===== src/rtl/vedic_mul8_pipe_if.sv =====
// Operand/product handshake bundle for the pipelined 8x8 vedic multiplier.
// master drives operands and out_ready; slave is the multiplier side.
interface vedic_mul8_pipe_if #(
    parameter int unsigned TAG_W = 4
) ();
    logic             in_valid;
    logic             in_ready;
    logic [7:0]       in_a;
    logic [7:0]       in_b;
    logic [TAG_W-1:0] in_tag;
    logic             out_valid;
    logic             out_ready;
    logic [15:0]      out_p;
    logic [TAG_W-1:0] out_tag;

    modport master (
        output in_valid, in_a, in_b, in_tag, out_ready,
        input  in_ready, out_valid, out_p, out_tag
    );

    modport slave (
        input  in_valid, in_a, in_b, in_tag, out_ready,
        output in_ready, out_valid, out_p, out_tag
    );
endinterface


===== src/rtl/vedic_mul8_pipe.sv =====
// 3-stage pipelined 8x8 unsigned Urdhva-Tiryagbhyam multiplier with tag passthrough,
// per-stage valid/ready flow control (bubble collapsing) and a hand-off counter.
module vedic_mul8_pipe #(
    parameter int unsigned TAG_W = 4,
    parameter int unsigned CNT_W = 16
) (
    input  logic             clk,
    input  logic             rst_n,
    vedic_mul8_pipe_if.slave bus,
    output logic [CNT_W-1:0] prod_cnt
);

    // Bit cells return {carry, sum}.
    function automatic logic [1:0] ha(input logic x, input logic y);
        return {x & y, x ^ y};
    endfunction

    function automatic logic [1:0] fa(input logic x, input logic y, input logic c);
        logic [1:0] s0;
        logic [1:0] s1;
        s0 = ha(x, y);
        s1 = ha(s0[0], c);
        return {s0[1] | s1[1], s1[0]};
    endfunction

    function automatic logic [3:0] vedic2(input logic [1:0] a, input logic [1:0] b);
        logic [1:0] h0;
        logic [1:0] h1;
        h0 = ha(a[1] & b[0], a[0] & b[1]);
        h1 = ha(a[1] & b[1], h0[1]);
        return {h1[1], h1[0], h0[0], a[0] & b[0]};
    endfunction

    function automatic logic [7:0] vedic4(input logic [3:0] a, input logic [3:0] b);
        logic [3:0] p0;
        logic [3:0] p1;
        logic [3:0] p2;
        logic [3:0] p3;
        logic [4:0] m;
        logic [7:0] x;
        logic [7:0] y;
        logic [7:0] s;
        logic [1:0] r;
        logic       c;
        p0 = vedic2(a[1:0], b[1:0]);
        p1 = vedic2(a[3:2], b[1:0]);
        p2 = vedic2(a[1:0], b[3:2]);
        p3 = vedic2(a[3:2], b[3:2]);
        c = 1'b0;
        for (int i = 0; i < 4; i++) begin
            r    = fa(p1[i], p2[i], c);
            m[i] = r[0];
            c    = r[1];
        end
        m[4] = c;
        x = {p3, p0};
        y = {1'b0, m, 2'b00};
        c = 1'b0;
        // The 4x4 product fits in 8 bits, so the final carry is always zero.
        for (int i = 0; i < 8; i++) begin
            r    = fa(x[i], y[i], c);
            s[i] = r[0];
            c    = r[1];
        end
        return s;
    endfunction

    function automatic logic [8:0] add8(input logic [7:0] x, input logic [7:0] y);
        logic [7:0] s;
        logic [1:0] r;
        logic       c;
        c = 1'b0;
        for (int i = 0; i < 8; i++) begin
            r    = fa(x[i], y[i], c);
            s[i] = r[0];
            c    = r[1];
        end
        return {c, s};
    endfunction

    function automatic logic [15:0] add16(input logic [15:0] x, input logic [15:0] y);
        logic [15:0] s;
        logic [1:0]  r;
        logic        c;
        c = 1'b0;
        for (int i = 0; i < 16; i++) begin
            r    = fa(x[i], y[i], c);
            s[i] = r[0];
            c    = r[1];
        end
        return s;
    endfunction

    logic             ready1, ready2, ready3;
    logic             v1_q, v2_q, v3_q;
    logic [7:0]       q0_q, q1_q, q2_q, q3_q;
    logic [TAG_W-1:0] tag1_q, tag2_q, tag3_q;
    logic [8:0]       m_q;
    logic [7:0]       lo_q, hi_q;
    logic [15:0]      p_q;
    logic [CNT_W-1:0] cnt_q;

    logic [7:0]       q0_d, q1_d, q2_d, q3_d;
    logic [8:0]       m_d;
    logic [15:0]      p_d;

    // Ready ripples back combinationally so any bubble is filled immediately.
    always_comb begin
        ready3 = !v3_q || bus.out_ready;
        ready2 = !v2_q || ready3;
        ready1 = !v1_q || ready2;
    end

    always_comb begin
        q0_d = vedic4(bus.in_a[3:0], bus.in_b[3:0]);
        q1_d = vedic4(bus.in_a[7:4], bus.in_b[3:0]);
        q2_d = vedic4(bus.in_a[3:0], bus.in_b[7:4]);
        q3_d = vedic4(bus.in_a[7:4], bus.in_b[7:4]);
        m_d  = add8(q1_q, q2_q);
        // Max product is 0xFE01, so dropping the carry out of bit 15 is safe.
        p_d  = add16({hi_q, lo_q}, {3'b000, m_q, 4'b0000});
    end

    always_ff @(posedge clk or negedge rst_n) begin
        if (!rst_n) begin
            v1_q   <= 1'b0;
            q0_q   <= '0;
            q1_q   <= '0;
            q2_q   <= '0;
            q3_q   <= '0;
            tag1_q <= '0;
        end else if (ready1) begin
            v1_q <= bus.in_valid;
            if (bus.in_valid) begin
                q0_q   <= q0_d;
                q1_q   <= q1_d;
                q2_q   <= q2_d;
                q3_q   <= q3_d;
                tag1_q <= bus.in_tag;
            end
        end
    end

    always_ff @(posedge clk or negedge rst_n) begin
        if (!rst_n) begin
            v2_q   <= 1'b0;
            m_q    <= '0;
            lo_q   <= '0;
            hi_q   <= '0;
            tag2_q <= '0;
        end else if (ready2) begin
            v2_q <= v1_q;
            if (v1_q) begin
                m_q    <= m_d;
                lo_q   <= q0_q;
                hi_q   <= q3_q;
                tag2_q <= tag1_q;
            end
        end
    end

    always_ff @(posedge clk or negedge rst_n) begin
        if (!rst_n) begin
            v3_q   <= 1'b0;
            p_q    <= '0;
            tag3_q <= '0;
        end else if (ready3) begin
            v3_q <= v2_q;
            if (v2_q) begin
                p_q    <= p_d;
                tag3_q <= tag2_q;
            end
        end
    end

    always_ff @(posedge clk or negedge rst_n) begin
        if (!rst_n) begin
            cnt_q <= '0;
        end else if (v3_q && bus.out_ready) begin
            cnt_q <= cnt_q + CNT_W'(1);
        end
    end

    assign bus.in_ready  = ready1;
    assign bus.out_valid = v3_q;
    assign bus.out_p     = p_q;
    assign bus.out_tag   = tag3_q;
    assign prod_cnt      = cnt_q;

endmodule


===== src/flat_wrapper.sv =====
// flat-port wrapper written by rule: the top's interface ports become plain ports
module vedic_mul8_pipe_flat 
#(
    parameter int unsigned TAG_W = 4,
    parameter int unsigned CNT_W = 16
)
  (clk, rst_n, prod_cnt, bus_in_valid, bus_in_a, bus_in_b, bus_in_tag, bus_out_ready, bus_in_ready, bus_out_valid, bus_out_p, bus_out_tag);
  vedic_mul8_pipe_if #(.TAG_W(TAG_W)) bus_i ();
  input  logic clk;
  input  logic rst_n;
  output logic [CNT_W-1:0] prod_cnt;
  input wire logic [$bits(bus_i.in_valid)-1:0] bus_in_valid;
  input wire logic [$bits(bus_i.in_a)-1:0] bus_in_a;
  input wire logic [$bits(bus_i.in_b)-1:0] bus_in_b;
  input wire logic [$bits(bus_i.in_tag)-1:0] bus_in_tag;
  input wire logic [$bits(bus_i.out_ready)-1:0] bus_out_ready;
  output wire logic [$bits(bus_i.in_ready)-1:0] bus_in_ready;
  output wire logic [$bits(bus_i.out_valid)-1:0] bus_out_valid;
  output wire logic [$bits(bus_i.out_p)-1:0] bus_out_p;
  output wire logic [$bits(bus_i.out_tag)-1:0] bus_out_tag;
  assign bus_i.in_valid = bus_in_valid;
  assign bus_i.in_a = bus_in_a;
  assign bus_i.in_b = bus_in_b;
  assign bus_i.in_tag = bus_in_tag;
  assign bus_i.out_ready = bus_out_ready;
  assign bus_in_ready = bus_i.in_ready;
  assign bus_out_valid = bus_i.out_valid;
  assign bus_out_p = bus_i.out_p;
  assign bus_out_tag = bus_i.out_tag;
  vedic_mul8_pipe #(.TAG_W(TAG_W), .CNT_W(CNT_W)) u_core (.clk(clk), .rst_n(rst_n), .bus(bus_i), .prod_cnt(prod_cnt));
endmodule

===== config.mk =====
export PLATFORM = sky130hd
export DESIGN_NAME = vedic_mul8_pipe_flat
export DESIGN_NICKNAME = d
export VERILOG_FILES = /design/src/rtl/vedic_mul8_pipe_if.sv /design/src/rtl/vedic_mul8_pipe.sv /design/src/flat_wrapper.sv
export SDC_FILE = /design/constraint.sdc
export NUM_CORES = 1
export LEC_CHECK = 0
export ABC_AREA = 1
export CAP_MARGIN = 20
export CORE_MARGIN = 5
export CORE_UTILIZATION = 35
export DETAILED_ROUTE_END_ITERATION = 10
export GPL_TIMING_DRIVEN = 0
export PLACE_DENSITY = 0.65
export SLEW_MARGIN = 20
export SYNTH_ARGS = -nofsm -noshare
export SYNTH_HDL_FRONTEND = slang
export SYNTH_SLANG_ARGS = --single-unit

===== constraint.sdc =====
create_clock -name clk -period 4.63 [get_ports clk]
set_clock_uncertainty 0.05 [all_clocks]
set_input_delay 0.463 -clock clk [delete_from_list [all_inputs] [get_ports clk]]
set_output_delay 0.463 -clock clk [all_outputs]
set_load 0.1 [all_outputs]

# Word level (Yosys, flattened, before mapping)
# Cells that the tools add are included.
[word_totals]
reg_bits = 104
input_bits = 24
word_cells = 398
[classes]
addsub = 1
bitwise = 372
n_reduce_logical = 10
[op_table]
columns = ["cell", "n"]
rows = [
  ["1-bit AND", 194],
  ["1-bit XOR", 135],
  ["1-bit bitwise OR", 43],
  ["16-bit by 1-bit adder with 16-bit output (second input constant)", 1],
  ["2-bit AND reduction", 3],
  ["1-bit zero test", 3],
  ["1-bit logical OR", 3],
  ["1-bit logical AND", 1],
]

# Logic depth before layout (Yosys ltp)
# Gate-level depths: netlist of run 1.
[logic_depth]
word_depth = 20
depth_mapped = 14
mapped_depth_nobuf = 13

# Worst setup path before layout of run 1
# Ideal clock, no wire load.
[synth_path]
path_type = "register to register"
startpoint = "reg u_core.lo_q[4]"
endpoint = "reg u_core.p_q[15], in the netlist u_core.bus.out_p[15]"
setup_ns = 0.129
arrival_time_ns = 4.752
slack_ns = -0.301
path_stages_with_launch = 14
path_buffers = 0
period_less_slack_ns = 4.931
path_cell_list = "dfrtp_1 -> ha_1 -> fa_1 -> fa_1 -> fa_1 -> fa_1 -> fa_1 -> fa_1 -> fa_1 -> fa_1 -> ha_1 -> ha_1 -> xnor2_1 -> o21ai_0"
[synth_between]
elab_chain_len = 20
[synth_rtl]
columns = ["item", "line_no", "rtl"]
rows = [
  ["start, declared", "vedic_mul8_pipe.sv:99", "logic [7:0] lo_q, hi_q;"],
  ["start signal, assigned", "vedic_mul8_pipe.sv:155", "lo_q <= q0_q;"],
  ["1-bit AND (2 in a row)", "vedic_mul8_pipe.sv:15", "return {x & y, x ^ y};"],
  ["1-bit bitwise OR", "vedic_mul8_pipe.sv:23", "return {s0[1] | s1[1], s1[0]};"],
  ["1-bit AND", "vedic_mul8_pipe.sv:15", ""],
  ["1-bit bitwise OR", "vedic_mul8_pipe.sv:23", ""],
  ["1-bit AND", "vedic_mul8_pipe.sv:15", ""],
  ["1-bit bitwise OR", "vedic_mul8_pipe.sv:23", ""],
  ["1-bit AND", "vedic_mul8_pipe.sv:15", ""],
  ["1-bit bitwise OR", "vedic_mul8_pipe.sv:23", ""],
  ["(+2 left out)", "--", ""],
  ["1-bit AND", "vedic_mul8_pipe.sv:15", ""],
  ["1-bit bitwise OR", "vedic_mul8_pipe.sv:23", ""],
  ["1-bit AND", "vedic_mul8_pipe.sv:15", ""],
  ["1-bit bitwise OR", "vedic_mul8_pipe.sv:23", ""],
  ["1-bit AND", "vedic_mul8_pipe.sv:15", ""],
  ["1-bit bitwise OR", "vedic_mul8_pipe.sv:23", ""],
  ["1-bit AND (2 in a row)", "vedic_mul8_pipe.sv:15", ""],
  ["1-bit XOR", "vedic_mul8_pipe.sv:15", ""],
  ["end signal, assigned", "vedic_mul8_pipe.sv:170", "p_q <= p_d;"],
  ["end, declared", "vedic_mul8_pipe.sv:100", "logic [15:0] p_q;"],
]
# No other way between the ends.
# A chain may end at the register's enable or synchronous reset.

# Worst setup path after layout of run 1
# Ends and elaborated chain as after synthesis.

==> results of run 1 <==
==> power by group through the flow <==
stage / sequential [mW] / combinational, mW / clock [mW]
CTS: 1.40 / 1.89 / 0.783
global placement: 1.40 / 1.86 / 0
floorplan: 2.16 / 0.648 / 0
finish: 1.40 / 1.86 / 0.763
detailed placement: 1.42 / 1.89 / 0
global route: 1.44 / 2.05 / 0.821
==> worst register-to-register path, delay by kind of cell (launching register included) <==
family                   cells  cell delay, ps
AO/OA/AOI/OAI                1             110
XOR/XNOR                     1             130
flip-flops                   1             390
adder cells (fa/ha/maj)     11            3740
==> cell usage in the layout, fill, tap and decap left out, types with 2 or more instances in the layout <==
cell	n
xor2_1	5
clkbuf_8	2
dfrtp_1	104
nand2_1	224
a21oi_1	16
nand2_2	3
nand3b_1	2
clkbuf_16	9
nand3_1	21
clkbuf_1	23
inv_1	132
nor2_1	31
o21ai_0	37
buf_4	6
nand4_1	3
clkinv_2	2
xnor2_1	7
clkdlybuf4s50_1	44
ha_1	44
fa_1	36
fa_2	7
buf_2	6
==> cell type report <==
| cell class | count | area, um^2 |
|---|---|---|
| well taps | 225 | 282 |
| clock buffers | 13 | 260 |
| inverters | 133 | 499 |
| clock inverters | 3 | 40.0 |
| repair buffers | 47 | 489 |
| flip-flops and latches | 104 | 2600 |
| plain buffers | 33 | 154 |
| fillers | 1712 | 10000 |
| multi-input cells | 443 | 3000 |
==> worst max-delay path by stage <==
stage / from / to / slack (ps) / depth (start not counted)
2_1_floorplan: u_core.lo_q[4] / u_core.bus.out_p[15] / 10 / 13
3_3_place_gp: rst_n / u_core.tag1_q[1] / -920 / 1
3_5_place_dp: u_core.lo_q[4] / u_core.bus.out_p[15] / -190 / 13
4_1_cts: u_core.lo_q[4] / u_core.bus.out_p[15] / 30 / 13
5_1_grt: u_core.lo_q[4] / u_core.bus.out_p[15] / 1 / 13
6_report: u_core.lo_q[4] / u_core.bus.out_p[15] / 140 / 13
==> state kept, by name (all words and copies together) (netlist names), 4 cells and up <==
signal / count
u_core.lo_q: 8
u_core.q2_q: 8
u_core.m_q: 9
u_core.q1_q: 8
u_core.bus.out_tag: 4
u_core.tag2_q: 4
u_core.prod_cnt: 16
u_core.q0_q: 8
u_core.hi_q: 8
u_core.tag1_q: 4
u_core.bus.out_p: 16
u_core.q3_q: 8
==> logic make-up after synthesis <==
kind of cell,after synthesis,synth area share [%]
AND/OR/NAND/NOR,287,18.5
buffers and inverters,166,10.5
flip-flops,104,41.8
adder cells (fa/ha/maj),88,22.9
AO/OA/AOI/OAI,54,4.34
XOR/XNOR,13,1.83
multiplexers,1,0.181
==> repair_timing <==
action | CTS | global route
hold endpoints to repair | 35 | 0
gates cloned | 0 | 0
gates resized for setup | 1 | 3
hold buffers | 1 | 0
setup endpoints to repair | 2 | 1
pin swaps | 3 | 1
==> per-stage QoR <==
| step | power, mW | hold slack (ps) | instances |
|---|---|---|---|
| 6_report | 4.03 | 424 | 1001 |
| 5_1_grt | 4.31 | 443 | 1001 |
| 4_1_cts | 4.08 | 426 | 1001 |
| 3_5_place_dp | 3.31 | 334 | 984 |
| 3_3_place_gp | 3.27 | 407 | 983 |
| 2_1_floorplan | 2.80 | 117 | 713 |
==> per-layer routing <==
| metal | wire length, um | share of wire, % | vias to the layer above | global-route usage (%) |
|---|---|---|---|---|
| met4 | 200 | 1.6 | 0 | 4.01 |
| met2 | 5800 | 46 | 65 | 21.6 |
| met3 | 396 | 3.1 | 12 | 2.33 |
| met1 | 6220 | 49 | 2041 | 18.1 |
| li1 | - | - | 2250 | - |
| met5 | 0 | 0 | - | 0 |
==> out/qor.csv, run 1 <==
stage;metric;value;unit
status;run status;complete, no violations;
floorplan;core footprint;17400;um^2
routing;routed len/inst;12.6;um
synthesis;synthesized flop and latch total;104;
power_and_ir_drop;switching pwr;1.87;mW
grt;all-layer global routing usage;13.2;%
sta;final setup vio count;0;
placement;Placed Area;7000;um^2
critical_path;Critical Path Start Type;flop;
hold_path;Hold EP;u_core.bus.out_tag[0];
power_and_ir_drop;clock share of power;18.9;%
routing;number of remaining DRC errors;0;
critical_path;CP Data Required Time;4850;ps
synthesis;register area share after synthesis;41.8;%
placement;pre-CTS setup slack;-189;ps
sta;unrepaired setup endpoints after global routing;false;
hold_path;Worst Hold Path Cells;2;
grt;largest net degree at the start of global routing;70;
sta;final hold vios;0;
critical_path;Worst Path Buf+Inv;0;
floorplan;Die Y;143;um
synthesis;most area-consuming cells after synthesis;dfrtp_1 42%, fa_1 14%, nand2_1 14%, ha_1 9.0%, inv_1 8.0%;
power_and_ir_drop;Gate power share;46.3;%
critical_path;Crit-path slowest cell;fa_1;
synthesis;Syn Inst Count;713;
grt;gr ovfl total;0;
critical_path;CP Class;reg -> reg;
grt;initial antenna violation count;0;
synthesis;Unique masters post-synth;22;
critical_path;Critical Path AT;4710;ps
synthesis;Top FF cell, synth;dfrtp_1;
final_layout;area delta synth->final;17.6;%
synthesis;Post-synth EDFFs;0;
clock_network;clk slew on worst S/H paths;60;ps
floorplan;Site Rows;48;
power_and_ir_drop;maximum VDD drop;0.000613;V
sta;Max Freq;0.223;GHz
synthesis;post-synth top area cell;dfrtp_1;
clock_network;CTS tree;built;
power_and_ir_drop;Reg power frac;34.8;%
final_layout;Antenna Cells;0;
sta;worst slew pin tran;1000;ps
critical_path;reg2reg path depth;13;
power_and_ir_drop;cell internal pwr;2.16;mW
routing;routed wire length;12600;um
run;max-cap check violation count;0;
critical_path;flop2flop setup slack;140;ps
routing;via count;4368;
placement;I/O Buffers;45;
final_layout;share of layout cells above drive strength 1;5.54;%
power_and_ir_drop;pwr/cell area;550;nW/um^2
critical_path;CP Capture Type;flop;
critical_path;family with the most delay on the worst path;adder cells;
routing;remaining antenna violation count;0;
critical_path;Worst R2R End;u_core.bus.out_p[15];
final_layout;fin nets;883;
floorplan;Initial Utilization;35.9;%
clock_network;root buffer cell;clkbuf_16;
sta;worst relative slew slack;32.8;%
critical_path;Critical R2R Launch;u_core.lo_q[4];
synthesis;Async S/R FF share, synth;100;%
routing;initial drt markers;167;
floorplan;IO Pins;62;
final_layout;final core occ;42.2;%
synthesis;yosys warns;0;
power_and_ir_drop;switch share;46.4;%
placement;Routability Congestion;0.837;
sta;max-slew violations;0;
final_layout;Finished Cell Area;7330;um^2
power_and_ir_drop;P_leak;3.95;nW
sta;minimum clock period;4490;ps
clock_network;Num CTS Buffers;9;
grt;vias in the first global route;4504;
critical_path;max incr delay on CP;420;ps
floorplan;die area;20600;um^2
clock_network;clk sinks;104;
synthesis;most frequent cells after synthesis;224 x nand2_1, 132 x inv_1, 104 x dfrtp_1;
synthesis;Mapped Nets;825;
clock_network;htree depth;3;
clock_network;Setup Fix Bufs, Post-CTS;0;
hold_path;worst min-delay path class;reg -> reg;
sta;Setup TNS;0;ps
sta;post-route setup slack;140;ps
critical_path;cells along the critical path;ha_1 > fa_2 > fa_2 > fa_2 > fa_2 > fa_2 > fa_2 > fa_2 > fa_1 > ha_1 > ha_2 > xnor2_2 > o21ai_1;
synthesis;top-count cell post-synth;nand2_1;
clock_network;clock buffer depth;2;
grt;first-pass GRT wire length;22100;um
critical_path;CP most frequent cell;fa_2;
synthesis;average size of a mapped cell;8.73;um^2
hold_path;hold_sp;u_core.tag2_q[0];
placement;DP Wirelength;9930;um
critical_path;crit-path max FO;2;
routing;DR vias/cell;4.36;
sta;fin crit share;97.0;%
clock_network;Clk Latency, worst-skew pair;340;ps
floorplan;Die X;143;um
routing;DR pass1 iterations;4;
synthesis;mapped cell area;6230;um^2
synthesis;top cell type's share of synthesized area;41.8;%
Note: power is estimated with default switching activity, not from simulation.
==> run 2, diff against run 1 <==
--- a/config.mk
+++ b/config.mk
@@ -5,7 +5,6 @@
 export SDC_FILE = /design/constraint.sdc
 export NUM_CORES = 1
 export LEC_CHECK = 0
-export ABC_AREA = 1
 export CAP_MARGIN = 20
 export CORE_MARGIN = 5
 export CORE_UTILIZATION = 35
==> run 2 against run 1 <==
Critical path depth shrank 1. Clock power rose by 7.1%. Final cell count down 22%. Die area is 1.9% lower. Combinational power about the same. Clock-buffer cell count down 4. Maximum frequency increased by 0.51%. Synthesized cell count decreased by 33%. Largest power group unchanged.
==> out/qor.csv, run 2 <==
stage;metric;value;unit
placement;Routability Congestion;0.758;
grt;gr ovfl total;0;
synthesis;Syn Inst Count;479;
clock_network;clk sinks;104;
synthesis;most area-consuming cells after synthesis;dfrtp_1 43%, fa_1 14%, ha_1 9.2%, mux2_2 8.7%, and2_1 5.7%;
sta;worst slew pin tran;1020;ps
floorplan;IO Pins;62;
floorplan;Die Y;142;um
sta;fin crit share;96.5;%
placement;Placed Cells;766;
power_and_ir_drop;maximum VDD drop;0.000452;V
floorplan;core footprint;17200;um^2
sta;minimum clock period;4470;ps
clock_network;Clk Latency, worst-skew pair;340;ps
sta;max-slew violations;0;
routing;routed wire length;11500;um
clock_network;CTS tree;built;
synthesis;average size of a mapped cell;12.7;um^2
placement;DP Wirelength;9200;um
clock_network;Num CTS Buffers;9;
routing;number of remaining DRC errors;0;
final_layout;most common cell after layout, fill and taps aside;dfrtp_1;
grt;vias in the first global route;3818;
sta;final hold vios;0;
synthesis;Post-synth EDFFs;0;
critical_path;Critical Path Start Type;flop;
routing;initial drt markers;126;
sta;Max Freq;0.224;GHz
synthesis;register area share after synthesis;42.7;%
synthesis;top cell type's share of synthesized area;42.7;%
synthesis;most frequent cells after synthesis;104 x dfrtp_1, 63 x inv_1, 56 x and2_1;
placement;Placed Area;7040;um^2
critical_path;crit-path max FO;2;
clock_network;htree depth;3;
final_layout;Antenna Cells;0;
critical_path;CP Data Required Time;4810;ps
routing;via count;3564;
grt;initial antenna violation count;0;
critical_path;CP Capture Type;flop;
final_layout;fin nets;665;
clock_network;clk slew on worst S/H paths;70;ps
synthesis;synthesized flop and latch total;104;
sta;final setup vio count;0;
synthesis;Unique masters post-synth;34;
floorplan;Site Rows;48;
routing;remaining antenna violation count;0;
final_layout;final core occ;43.0;%
status;run status;complete, no violations;
synthesis;Top FF cell, synth;dfrtp_1;
sta;worst relative slew slack;32.1;%
routing;DR pass1 iterations;4;
critical_path;CP Class;reg -> reg;
hold_path;worst min-delay path class;reg -> reg;
clock_network;Setup Fix Bufs, Post-CTS;0;
synthesis;Async S/R FF share, synth;100;%
run;max-cap check violation count;0;
sta;unrepaired setup endpoints after global routing;false;
clock_network;clock buffer depth;2;
sta;Fin Hold WS;427;ps
power_and_ir_drop;pwr/cell area;555;nW/um^2
power_and_ir_drop;Pwr Total;4.10;mW
placement;I/O Buffers;61;
grt;all-layer global routing usage;12.0;%
synthesis;mapped cell area;6100;um^2
final_layout;Finished Layout Cells;783;
final_layout;leading cell types in the layout, fill and taps excluded;104 x dfrtp_1, 63 x inv_1, 60 x clkdlybuf4s50_1;
final_layout;Finished Cell Area;7380;um^2
final_layout;share of layout cells above drive strength 1;18.6;%
hold_path;Worst Hold Path Cells;1;
routing;routed len/inst;14.6;um
synthesis;yosys warns;0;
floorplan;Initial Utilization;35.5;%
clock_network;root buffer cell;clkbuf_16;
grt;largest net degree at the start of global routing;67;
critical_path;reg2reg path depth;12;
synthesis;top-count cell post-synth;dfrtp_1;
synthesis;post-synth top area cell;dfrtp_1;
final_layout;area delta synth->final;21.0;%
routing;DR vias/cell;4.55;
floorplan;die area;20200;um^2
grt;first-pass GRT wire length;19500;um
power_and_ir_drop;P_leak;3.47;nW
critical_path;Critical Path AT;4650;ps
synthesis;Mapped Nets;591;
floorplan;Die X;142;um
-- run 2: cell count changes after synthesis, moves of 12 or more --
cell,previous run,this run
and2_1,0,56
inv_1,132,63
clkbuf_1,21,1
mux2_4,0,12
mux2i_1,0,12
o21ai_0,38,10
nor2_1,31,5
nand3_1,21,1
mux2_2,1,47
a21oi_1,16,0
nand2_1,224,25
-- run 2: metrics by stage --
step	TNS [ps]	worst slack, ps
detailed placement	-184	-147
floorplan	0	11.8
global placement	-75830	-736
global route	0	32.3
CTS	0	28.8
finish	0	163
-- run 2: worst max-delay path: stages (launching register included) --
cell	delay (ps)
dfrtp_1	410
ha_2	190
fa_2	340
fa_2	350
fa_2	360
fa_2	380
fa_2	350
fa_2	380
fa_2	380
fa_1	420
ha_1	210
ha_1	290
mux2_2	250
-- run 2: kinds of logic (layout without fill, tap and decap cells) --
| kind of cell | Yosys count | after routing | share of synthesized area (%) |
|---|---|---|---|
| simple gates | 106 | 106 | 10.3 |
| buf+inv | 73 | 152 | 5.23 |
| xor+xnor | 20 | 20 | 2.87 |
| fa+ha+maj | 88 | 88 | 23.3 |
| mux | 74 | 74 | 14.2 |
| compound gates | 14 | 14 | 1.44 |
| flops | 104 | 104 | 42.7 |
-- run 2: area by class of cell --
cell class,count,area [um^2]
multi-input combinational,302,3200
tap,225,282
timing repair buffer,63,649
clock buffer,9,225
clock inverter,7,103
fill,1628,9800
sequential,104,2600
buffer,10,82.6
inverter,63,236
-- run 2: report_power, final --
group          total (mW)  switching (mW)  internal (mW)  leakage [nW]
clock               0.817           0.338          0.479         0.150
sequential           1.40           0.204           1.20          1.28
combinational        1.88            1.22          0.658          2.05
-- run 2: layer usage --
metal | part of all wire [%] | vias up | global-route usage (%) | routed length (um)
li1 | - | 1697 | - | -
met1 | 48 | 1784 | 16.7 | 5490
met2 | 47 | 75 | 19.6 | 5390
met3 | 4.1 | 8 | 1.88 | 471
met4 | 1.1 | 0 | 3.48 | 122
met5 | 0 | - | 0 | 0
-- run 2: final timing paths --
path,start,to,slack [ps]
min in group asynchronous,rst_n,u_core.bus.out_tag[1],550
setup / recovery,u_core.m_q[0],u_core.bus.out_p[14],160
hold / removal,u_core.prod_cnt[15],u_core.prod_cnt[15],430
hold reg to reg,u_core.prod_cnt[15],u_core.prod_cnt[15],430
setup reg to reg,u_core.m_q[0],u_core.bus.out_p[14],160
max in group asynchronous,rst_n,u_core.bus.out_p[1],3330
-- run 2: repair_timing --
action | in CTS | in global routing
endpoints found under the setup margin | 2 | 2
hold buffers | 1 | 0
endpoints found under the hold margin | 38 | 0
pin swaps | 4 | 7
cloned | 0 | 0
resized for setup | 1 | 0
==> run 3, diff against run 2 <==
--- a/config.mk
+++ b/config.mk
@@ -6,11 +6,13 @@
 export NUM_CORES = 1
 export LEC_CHECK = 0
 export CAP_MARGIN = 20
+export CELL_PAD_IN_SITES_DETAIL_PLACEMENT = 0
+export CELL_PAD_IN_SITES_GLOBAL_PLACEMENT = 2
 export CORE_MARGIN = 5
 export CORE_UTILIZATION = 35
 export DETAILED_ROUTE_END_ITERATION = 10
 export GPL_TIMING_DRIVEN = 0
-export PLACE_DENSITY = 0.65
+export PLACE_DENSITY = 0.85
 export SLEW_MARGIN = 20
 export SYNTH_ARGS = -nofsm -noshare
 export SYNTH_HDL_FRONTEND = slang
==> run 3 against run 2 <==
Wire length hardly changed. Combinational power hardly changed. Highest routed layer unchanged. Clock-buffer cell count is 3 higher.
==> out/qor.csv, run 3 (synthesized netlist as in run 2, its figures left out) <==
stage;metric;value;unit
run;max-cap check violation count;0;
critical_path;flop2flop setup slack;140;ps
power_and_ir_drop;P_leak;3.48;nW
clock_network;CTS tree;built;
grt;gr ovfl total;0;
floorplan;die area;20200;um^2
grt;vias in the first global route;3889;
clock_network;clk slew on worst S/H paths;70;ps
placement;I/O Buffers;61;
grt;largest net degree at the start of global routing;54;
clock_network;CTS resizes;0;
power_and_ir_drop;Gate power share;46.1;%
final_layout;final core occ;42.9;%
final_layout;most common cell after layout, fill and taps aside;dfrtp_1;
hold_path;worst min-delay path class;in -> async;
final_layout;area delta synth->final;20.7;%
critical_path;Critical Path AT;4670;ps
placement;Placed Cells;766;
clock_network;root buffer cell;clkbuf_16;
grt;first-pass GRT wire length;19500;um
floorplan;Site Rows;48;
final_layout;fillers;1621;
clock_network;Setup Fix Bufs, Post-CTS;0;
power_and_ir_drop;clock share of power;19.9;%
power_and_ir_drop;switching pwr;1.74;mW
routing;DR pass1 iterations;4;
routing;remaining antenna violation count;0;
clock_network;Clk Latency, worst-skew pair;340;ps
final_layout;Finished Layout Cells;782;
power_and_ir_drop;maximum VDD drop;0.000435;V
clock_network;clock buffer depth;2;
final_layout;Antenna Cells;0;
critical_path;CP Class;reg -> reg;
routing;number of remaining DRC errors;0;
sta;unrepaired setup endpoints after global routing;false;
sta;final setup vio count;0;
floorplan;Die X;142;um
power_and_ir_drop;cell internal pwr;2.35;mW
placement;DP Wirelength;9020;um
power_and_ir_drop;switch share;42.5;%
routing;initial drt markers;120;
sta;final hold vios;0;
final_layout;leading cell types in the layout, fill and taps excluded;104 x dfrtp_1, 63 x inv_1, 60 x clkdlybuf4s50_1;
final_layout;fin nets;664;
final_layout;footprint of the multi-input gates;3200;um^2
critical_path;CP Capture Type;flop;
clock_network;CTS Hold Bufs;0;
clock_network;clk sinks;104;
sta;worst relative slew slack;32.7;%
status;run status;complete, no violations;
floorplan;Initial Utilization;35.5;%
final_layout;sequential standard cell area;2600;um^2
power_and_ir_drop;Reg power frac;34.1;%
critical_path;reg2reg path depth;12;
routing;routed wire length;11500;um
final_layout;share of layout cells above drive strength 1;18.1;%
sta;Max Freq;0.223;GHz
clock_network;Num CTS Buffers;9;
grt;all-layer global routing usage;12.1;%
placement;Routability Congestion;0.736;
routing;via count;3580;
clock_network;htree depth;3;
floorplan;Die Y;142;um
grt;initial antenna violation count;0;
sta;fin crit share;96.9;%
floorplan;core footprint;17200;um^2
sta;max-slew violations;0;
routing;routed len/inst;14.7;um
critical_path;crit-path max FO;2;
critical_path;Critical Path Start Type;flop;
floorplan;IO Pins;62;
critical_path;Worst R2R End;u_core.bus.out_p[14];
critical_path;Critical R2R Launch;u_core.lo_q[4];
critical_path;CP Data Required Time;4810;ps
sta;worst slew pin tran;1010;ps
power_and_ir_drop;Pwr Total;4.08;mW
power_and_ir_drop;pwr/cell area;554;nW/um^2
sta;minimum clock period;4490;ps
routing;DR vias/cell;4.58;
run 3: cell types whose count changed in the layout (fill, tap and decap cells not counted):
cell / change
clkbuf_1: +2
clkbuf_8: +1
ha_2: -1
clkinvlp_4: -3
clkinv_4: +2
ha_1: +1
inv_8: -1
inv_6: -1
dlygate4sd3_1: -1
run 3: critical path: stages (launching register included):
cell,delay [ps]
dfrtp_1,380
ha_1,210
fa_2,350
fa_2,360
fa_2,400
fa_2,350
fa_2,360
fa_2,380
fa_2,360
fa_1,430
ha_1,210
ha_1,280
mux2_2,260
run 3: how the worst max path moves through the flow:
stage,start,end,slack [ps],cells past startpoint
floorplan,u_core.lo_q[4],u_core.bus.out_p[14],10,12
global placement,rst_n,u_core.bus.out_p[3],-780,1
detailed placement,u_core.m_q[0],u_core.bus.out_p[14],-150,12
CTS,u_core.lo_q[4],u_core.bus.out_p[14],40,12
global route,u_core.lo_q[4],u_core.bus.out_p[14],7,12
finish,u_core.lo_q[4],u_core.bus.out_p[14],140,12
run 3: power groups by stage:
| stage | sequential (mW) | clock [mW] | combinational, mW |
|---|---|---|---|
| after floorplan | 2.16 | 0 | 0.655 |
| after global placement | 1.40 | 0 | 1.89 |
| after detailed placement | 1.41 | 0 | 1.92 |
| after CTS | 1.40 | 0.832 | 1.92 |
| after global routing | 1.43 | 0.870 | 2.04 |
| final | 1.39 | 0.810 | 1.88 |
run 3: area by class of cell:
class	count	share of cell area [%]
plain buffers	10	1.12
clock buffers	12	3.35
clock inverters	4	1.05
inverters	63	3.21
multi-input cells	302	43.4
flip-flops and latches	104	35.3
well taps	225	3.82
repair buffers	62	8.68
run 3: per-layer routing:
layer | part of all wire [%] | vias to the layer above | wire length, um | GRT usage, %
met3 | 3.9 | 15 | 449 | 1.18
met1 | 47 | 1805 | 5370 | 16.6
met2 | 47 | 71 | 5370 | 19.5
met5 | 0 | - | 0 | 0
li1 | - | 1689 | - | -
met4 | 2.3 | 0 | 267 | 5.30
run 3: metrics by stage:
step	TNS (ps)	cell area (um^2)	worst slack [ps]	hold WS, ps
5_1_grt	0	7360	7.27	49.1
3_3_place_gp	-80530	7010	-777	405
6_report	0	7360	142	13.3
4_1_cts	0	7360	37.8	23.1
3_5_place_dp	-213	7040	-149	393
2_1_floorplan	0	6120	11.8	117
